[src/rtl/rdc_prec_ctrl_pkg.sv]
// Shared types for the precision-reduction sequencer: element format
// descriptor, default formats and controller FSM states.
package rdc_prec_ctrl_pkg;

  typedef enum logic [1:0] {FXP = 2'd0, FLP = 2'd1} dtype_t;

  typedef struct packed {
    dtype_t      dtype;
    logic        sign;
    int unsigned prec;
    int unsigned frac;
  } dconf_t;

  typedef enum logic [1:0] {RDC_IDLE, RDC_RUN, RDC_DONE} rdc_ctrl_state_t;

  localparam dconf_t I_CONF_DEF = '{dtype: FXP, sign: 1'b1, prec: 16, frac: 4};
  localparam dconf_t O_CONF_DEF = '{dtype: FXP, sign: 1'b1, prec: 8, frac: 3};

endpackage

[src/rtl/rdc_prec_ctrl_if.sv]
// Batch-in / batch-out handshake bundle plus per-batch saturation status.
interface rdc_prec_ctrl_if #(
  parameter int NUM    = 8,
  parameter int I_PREC = 16,
  parameter int O_PREC = 8,
  parameter int CNT_W  = 8
);
  logic                    in_valid;
  logic                    in_ready;
  logic [NUM*I_PREC-1:0]   in_data;
  logic                    out_valid;
  logic                    out_ready;
  logic [NUM*O_PREC-1:0]   out_data;
  logic                    ovf_flag;
  logic                    udf_flag;
  logic                    rnd_flag;
  logic [CNT_W-1:0]        sat_cnt;

  modport master (
    output in_valid, in_data, out_ready,
    input  in_ready, out_valid, out_data, ovf_flag, udf_flag, rnd_flag, sat_cnt
  );

  modport slave (
    input  in_valid, in_data, out_ready,
    output in_ready, out_valid, out_data, ovf_flag, udf_flag, rnd_flag, sat_cnt
  );
endinterface

[src/rtl/rdc_prec_ctrl_rdc_prec.sv]
// Single-element fixed-point precision reduction: drop fraction bits by
// truncation (floor), clamp to the output range, report ovf/udf/rounded.
module rdc_prec
  import rdc_prec_ctrl_pkg::*;
#(
  parameter dconf_t I_CONF = I_CONF_DEF,
  parameter dconf_t O_CONF = O_CONF_DEF
) (
  input  logic [I_CONF.prec-1:0] in_i,
  output logic [O_CONF.prec-1:0] out_o,
  output logic                   ovf_o,
  output logic                   udf_o,
  output logic                   rounded_o
);
  localparam int IP = int'(I_CONF.prec);
  localparam int OP = int'(O_CONF.prec);
  localparam int SH = int'(I_CONF.frac) - int'(O_CONF.frac);
  localparam int W  = IP + 1;

  localparam logic signed [W-1:0] MAXV = O_CONF.sign ? W'((64'sd1 <<< (OP-1)) - 64'sd1)
                                                     : W'((64'sd1 <<< OP) - 64'sd1);
  localparam logic signed [W-1:0] MINV = O_CONF.sign ? W'(-(64'sd1 <<< (OP-1)))
                                                     : W'(64'sd0);
  localparam logic [IP-1:0]       LOST = IP'((64'd1 << SH) - 64'd1);

  logic signed [W-1:0] ext, shr;

  // one extra bit lets signed and unsigned inputs share the same signed compare
  assign ext       = {I_CONF.sign & in_i[IP-1], in_i};
  assign shr       = ext >>> SH;
  assign rounded_o = |(in_i & LOST);
  assign ovf_o     = shr > MAXV;
  assign udf_o     = shr < MINV;
  assign out_o     = ovf_o ? MAXV[OP-1:0] : (udf_o ? MINV[OP-1:0] : shr[OP-1:0]);

endmodule

[src/rtl/rdc_prec_ctrl.sv]
// Time-multiplexes one rdc_prec across a NUM-lane batch, one lane per cycle,
// and gathers sticky ovf/udf/rounded flags and a saturating event count.
module rdc_prec_ctrl
  import rdc_prec_ctrl_pkg::*;
#(
  parameter dconf_t I_CONF = I_CONF_DEF,
  parameter dconf_t O_CONF = O_CONF_DEF,
  parameter int     NUM    = 8,
  parameter int     CNT_W  = 8
) (
  input  logic           clk,
  input  logic           reset,
  rdc_prec_ctrl_if.slave bus
);
  localparam int               I_PREC  = int'(I_CONF.prec);
  localparam int               O_PREC  = int'(O_CONF.prec);
  localparam int               IDX_W   = $clog2(NUM);
  localparam logic [IDX_W-1:0] LAST    = IDX_W'(NUM - 1);
  localparam logic [CNT_W-1:0] CNT_MAX = '1;

  rdc_ctrl_state_t            state_q, state_d;
  logic [IDX_W-1:0]           idx_q, idx_d;
  logic [NUM-1:0][I_PREC-1:0] ibuf_q, ibuf_d;
  logic [NUM-1:0][O_PREC-1:0] obuf_q, obuf_d;
  logic                       ovf_q, ovf_d, udf_q, udf_d, rnd_q, rnd_d;
  logic [CNT_W-1:0]           cnt_q, cnt_d;

  logic [I_PREC-1:0] lane_in;
  logic [O_PREC-1:0] lane_out;
  logic              lane_ovf, lane_udf, lane_rnd;
  logic              accept;

  assign bus.in_ready  = (state_q == RDC_IDLE) | ((state_q == RDC_DONE) & bus.out_ready);
  assign accept        = bus.in_valid & bus.in_ready;
  assign lane_in       = ibuf_q[idx_q];

  assign bus.out_valid = (state_q == RDC_DONE);
  assign bus.out_data  = obuf_q;
  assign bus.ovf_flag  = ovf_q;
  assign bus.udf_flag  = udf_q;
  assign bus.rnd_flag  = rnd_q;
  assign bus.sat_cnt   = cnt_q;

  rdc_prec #(.I_CONF(I_CONF), .O_CONF(O_CONF)) u_rdc (
    .in_i      (lane_in),
    .out_o     (lane_out),
    .ovf_o     (lane_ovf),
    .udf_o     (lane_udf),
    .rounded_o (lane_rnd)
  );

  always_comb begin
    state_d = state_q;
    idx_d   = idx_q;
    ibuf_d  = ibuf_q;
    obuf_d  = obuf_q;
    ovf_d   = ovf_q;
    udf_d   = udf_q;
    rnd_d   = rnd_q;
    cnt_d   = cnt_q;
    unique case (state_q)
      RDC_RUN: begin
        obuf_d[idx_q] = lane_out;
        ovf_d         = ovf_q | lane_ovf;
        udf_d         = udf_q | lane_udf;
        rnd_d         = rnd_q | lane_rnd;
        if ((lane_ovf | lane_udf) && (cnt_q != CNT_MAX)) cnt_d = cnt_q + CNT_W'(1);
        if (idx_q == LAST) state_d = RDC_DONE;
        else               idx_d   = idx_q + IDX_W'(1);
      end
      RDC_DONE: begin
        if (bus.out_ready && !bus.in_valid) state_d = RDC_IDLE;
      end
      default: state_d = RDC_IDLE;
    endcase
    // accept only fires from IDLE or DONE, so it cleanly overrides the hold above
    if (accept) begin
      ibuf_d  = bus.in_data;
      idx_d   = '0;
      ovf_d   = 1'b0;
      udf_d   = 1'b0;
      rnd_d   = 1'b0;
      cnt_d   = '0;
      state_d = RDC_RUN;
    end
  end

  always_ff @(posedge clk) begin
    if (reset) begin
      state_q <= RDC_IDLE;
      idx_q   <= '0;
      ibuf_q  <= '0;
      obuf_q  <= '0;
      ovf_q   <= 1'b0;
      udf_q   <= 1'b0;
      rnd_q   <= 1'b0;
      cnt_q   <= '0;
    end else begin
      state_q <= state_d;
      idx_q   <= idx_d;
      ibuf_q  <= ibuf_d;
      obuf_q  <= obuf_d;
      ovf_q   <= ovf_d;
      udf_q   <= udf_d;
      rnd_q   <= rnd_d;
      cnt_q   <= cnt_d;
    end
  end

endmodule
[src/flat_wrapper.sv]
// flat-port wrapper written by rule: the top's interface ports become plain ports
module rdc_prec_ctrl_flat import rdc_prec_ctrl_pkg::*;
#(
  parameter dconf_t I_CONF = I_CONF_DEF,
  parameter dconf_t O_CONF = O_CONF_DEF,
  parameter int     NUM    = 8,
  parameter int     CNT_W  = 8
)
  (clk, reset, bus_in_valid, bus_in_data, bus_out_ready, bus_in_ready, bus_out_valid, bus_out_data, bus_ovf_flag, bus_udf_flag, bus_rnd_flag, bus_sat_cnt);
  rdc_prec_ctrl_if #(.NUM(NUM), .CNT_W(CNT_W)) bus_i ();
  input  logic clk;
  input  logic reset;
  input wire logic [$bits(bus_i.in_valid)-1:0] bus_in_valid;
  input wire logic [$bits(bus_i.in_data)-1:0] bus_in_data;
  input wire logic [$bits(bus_i.out_ready)-1:0] bus_out_ready;
  output wire logic [$bits(bus_i.in_ready)-1:0] bus_in_ready;
  output wire logic [$bits(bus_i.out_valid)-1:0] bus_out_valid;
  output wire logic [$bits(bus_i.out_data)-1:0] bus_out_data;
  output wire logic [$bits(bus_i.ovf_flag)-1:0] bus_ovf_flag;
  output wire logic [$bits(bus_i.udf_flag)-1:0] bus_udf_flag;
  output wire logic [$bits(bus_i.rnd_flag)-1:0] bus_rnd_flag;
  output wire logic [$bits(bus_i.sat_cnt)-1:0] bus_sat_cnt;
  assign bus_i.in_valid = bus_in_valid;
  assign bus_i.in_data = bus_in_data;
  assign bus_i.out_ready = bus_out_ready;
  assign bus_in_ready = bus_i.in_ready;
  assign bus_out_valid = bus_i.out_valid;
  assign bus_out_data = bus_i.out_data;
  assign bus_ovf_flag = bus_i.ovf_flag;
  assign bus_udf_flag = bus_i.udf_flag;
  assign bus_rnd_flag = bus_i.rnd_flag;
  assign bus_sat_cnt = bus_i.sat_cnt;
  rdc_prec_ctrl #(.I_CONF(I_CONF), .O_CONF(O_CONF), .NUM(NUM), .CNT_W(CNT_W)) u_core (.clk(clk), .reset(reset), .bus(bus_i));
endmodule
[config.mk]
export PLATFORM = sky130hd
export DESIGN_NAME = rdc_prec_ctrl_flat
export DESIGN_NICKNAME = d
export VERILOG_FILES = /design/src/rtl/rdc_prec_ctrl_pkg.sv /design/src/rtl/rdc_prec_ctrl_if.sv /design/src/rtl/rdc_prec_ctrl_rdc_prec.sv /design/src/rtl/rdc_prec_ctrl.sv /design/src/flat_wrapper.sv
export SDC_FILE = /design/constraint.sdc
export NUM_CORES = 1
export LEC_CHECK = 0
export CORE_ASPECT_RATIO = 0.75
export CORE_MARGIN = 8
export CORE_UTILIZATION = 50
export CTS_CLUSTER_DIAMETER = 150
export DETAILED_ROUTE_END_ITERATION = 12
export HOLD_SLACK_MARGIN = 0.15
export PLACE_DENSITY = 0.89
export SLEW_MARGIN = 25
export SYNTH_ARGS = -nofsm -noshare
export SYNTH_HDL_FRONTEND = slang
export SYNTH_HIERARCHICAL = 1
export SYNTH_SLANG_ARGS = --single-unit
[constraint.sdc]
create_clock -name clk -period 4.3 [get_ports clk]
set_input_delay 0.86 -clock clk [delete_from_list [all_inputs] [get_ports clk]]
set_output_delay 0.86 -clock clk [all_outputs]
set_load 0.02 [all_outputs]
==> impl_metrics.env <==
export IMPL_outcome="finished, final reports clean"
export IMPL_std_cell_rows=41
export IMPL_die_h_um=130.4
export IMPL_cts_resized=0
export IMPL_setup_tns_ps=0
export IMPL_peakVddDrop_mv=0.3434
export IMPL_skew_ps=14.83
export IMPL_synth_edf_count=0
export IMPL_period_share_pct=88.15
export IMPL_die_w_um=168.5
export IMPL_clkTransAtPathRegs_ps=70
export IMPL_crit_path_frequent_cell="a21oi_1"
export IMPL_ys_types=48
export IMPL_critPathRequiredTime_ps=4670
export IMPL_post_cts_setup_buffers=0
export IMPL_slew_violations=0
export IMPL_p_leak_nw=4.129
export IMPL_power_density_nw_per_um2=395.0
export IMPL_cts_tree="done"
export IMPL_crit_type="reg2reg"
export IMPL_slew_headroom_pct=38.55
export IMPL_seq_area_frac_synth_pct=47.76
export IMPL_syn_inst=1041
export IMPL_setup_viol=0
export IMPL_synthFlopType="dfxtp_1"
export IMPL_grt_max_degree=122
export IMPL_drc=0
export IMPL_holdWs_ps=454.5
export IMPL_hold_path_class="reg2reg"
export IMPL_yosysWarningCount=6
export IMPL_slowest_delay_ps=840
export IMPL_hpwl_um=19380
export IMPL_drt_vias_per_instance=5.709
export IMPL_maxCapViolations=0
export IMPL_final_antenna_net_count=0
export IMPL_hold_buffers=0
export IMPL_critPathBufInv=0
export IMPL_core_area_um2=16930
export IMPL_yosys_area_top_type_share_pct=47.76
export IMPL_cts_htree_levels=1
export IMPL_syn_nets=1176
export IMPL_end_kind="flop"
export IMPL_drive_gt1_share_pct=7.680
export IMPL_antenna_found_initial=1
export IMPL_synth_top_cell_by_area="dfxtp_1"
export IMPL_routabilityCongestion=0.9251
export IMPL_fmaxAchievable_ghz=0.2638
export IMPL_pin_count=209
export IMPL_cp_top_family="simple AND/OR/NAND/NOR gates"
export IMPL_dr_pass1_iters=7
export IMPL_clockBufferDepth=3
export IMPL_worstPathArrival_ps=4160
export IMPL_grt_pass1_vias=7871
export IMPL_drtIter0Drc=927
export IMPL_syn_to_final_growth_pct=31.65
export IMPL_cpMaxStageDelayCell="dfxtp_1"
export IMPL_finalHoldViolCount=0
export IMPL_overflow=0
export IMPL_die_area_um2=21960
export IMPL_start_util_pct=51.50
export IMPL_clk_latency_ps=500
export IMPL_via_count=8147
export IMPL_tightestPinTransition_ps=921.7
export IMPL_numCtsBuffers=21
export IMPL_cp_cell_sequence="nor2b_1 -> a221oi_1 -> a21oi_1 -> or3_1 -> or4_4 -> nor3_1 -> nor2_1 -> o221ai_2 -> or4_1 -> a21oi_1"
export IMPL_min_period_ps=3791
export IMPL_grt_pass1_wl_um=42130
export IMPL_rsz0062_at_grt="no"
export IMPL_async_reset_ff_share_pct=0
export IMPL_wl_um=27410
export IMPL_yosys_register_bits=208
export IMPL_post_drt_wl_per_cell_um=19.21
export IMPL_syn_avg_cell_area_um2=8.375
export IMPL_cts_num_sinks=208
export IMPL_cp_max_fo=21
export IMPL_fin_nets=1331
export IMPL_io_buffers=208
export IMPL_grt_usage_pct=24.10
export IMPL_clockRootBuffer="clkbuf_16"
export IMPL_synth_area_leaders="dfxtp_1 48%, nand2_1 13%, a21oi_1 9.8%"
export IMPL_syn_area_um2=8718
export IMPL_cp_start_kind="flop"
## through the flow
step | utilization (%) | std cells | area, um2 | total power [mW] | setup WS (ps)
final | 67.80 | 1427 | 11480 | 4.533 | 509.5
after floorplan | - | 1041 | 8718 | 2.463 | 1239
after CTS | 67.78 | 1426 | 11470 | 4.540 | 630.6
after global placement | 63.62 | 1388 | 10770 | 2.698 | 808.9
after global routing | 67.78 | 1426 | 11470 | 4.687 | 243.4
after detailed placement | 63.62 | 1388 | 10770 | 2.711 | 676.7
## state kept, by name, indices dropped and copies added, names as in the netlist
signal	count
u_core/state_q	2
u_core/bus.rnd_flag	1
u_core/ibuf_q	128
u_core/bus.udf_flag	1
u_core/bus.out_data	64
u_core/idx_q	3
u_core/bus.sat_cnt	8
u_core/bus.ovf_flag	1
## worst paths after layout
path	start	end	slack [ps]	cells past startpoint
setup / recovery	u_core/idx_q[2]	u_core/bus.sat_cnt[6]	510	10
hold / removal	u_core/ibuf_q[0]	u_core/ibuf_q[0]	450	2
setup reg to reg	u_core/idx_q[2]	u_core/bus.sat_cnt[6]	510	10
hold reg to reg	u_core/ibuf_q[0]	u_core/ibuf_q[0]	450	2
## logic make-up (layout without fill, tap and decap cells)
| group | Yosys count | count (layout) | synth area share [%] |
|---|---|---|---|
| AOI/OAI and AO/OA | 216 | 216 | 13.88 |
| xor gates and xnor gates | 2 | 2 | 0.2010 |
| adders and majority gates | 3 | 3 | 0.4306 |
| buffers and inverters | 92 | 262 | 5.023 |
| DFF | 208 | 208 | 47.76 |
| muxes | 77 | 77 | 11.02 |
| other | 0 | 1 | 0 |
| and+or+nand+nor | 443 | 443 | 21.68 |
## layout make-up
| type | instances | area (um2) |
|---|---|---|
| fill | 1391 | 5451 |
| sequential | 208 | 4167 |
| multi-input combinational | 741 | 4134 |
| timing repair buffer | 220 | 2186 |
| clock buffer | 28 | 591.8 |
| tap | 215 | 269.0 |
| clock inverter | 10 | 112.6 |
| inverter | 4 | 15.01 |
| antenna | 1 | 2.502 |
## metal layers
layer  track usage, %  vias up  share of wire [%]  wire length [um]
li1                 -     3834                  -                 -
met1            33.56     3819                 45             12290
met2            36.01      437                 42             11530
met3            7.151       55                 11              2921
met4            6.073        2                2.4               648
met5                0        -              0.036                10
## power breakdown
group / internal (mW) / leakage (nW) / switching (mW)
registers: 2.01 / 1.70 / 0.0645
clock network: 1.05 / 0.340 / 0.797
logic: 0.261 / 2.09 / 0.346
total: 3.33 / 4.13 / 1.21
## cell usage after synthesis, types with 3 or more instances
cell type,instances
ha_1,3
o31ai_1,3
a21oi_1,171
mux2i_1,51
buf_6,4
nor2b_1,6
nand3_1,31
a221oi_1,3
mux2_2,12
nor4_2,7
buf_4,3
or4_1,3
nor2_1,64
and3_1,5
o2bb2ai_1,9
or3_1,4
o21ai_0,5
o221ai_1,4
dfxtp_1,208
inv_1,4
mux4_2,14
a22oi_1,9
clkbuf_1,39
o22ai_1,3
buf_2,41
nand2_1,307
## tightest hold or removal path: cells and delay by family, from the launching register on
kind             cells  cell delay [ps]
flip-flops           1              310
AO/OA/AOI/OAI        1               50
AND/OR/NAND/NOR      1               50
## cell usage in the layout, fill, tap and decap left out, drive strengths merged, types with 3 or more instances in the layout
master / n
mux2: 12
o221ai: 5
nor4: 7
or4: 4
o21ai: 5
clkdlybuf4s50: 207
o22ai: 3
nand3: 32
o2bb2ai: 9
buf: 13
a22oi: 9
or3: 4
clkbuf: 28
nor2b: 6
a21oi: 171
and3: 5
o31ai: 3
clkinv: 3
inv: 8
nor2: 64
nor3: 3
dfxtp: 208
nand2: 307
mux2i: 51
a221oi: 3
mux4: 14
ha: 3
(Power assumes the default switching activity.)
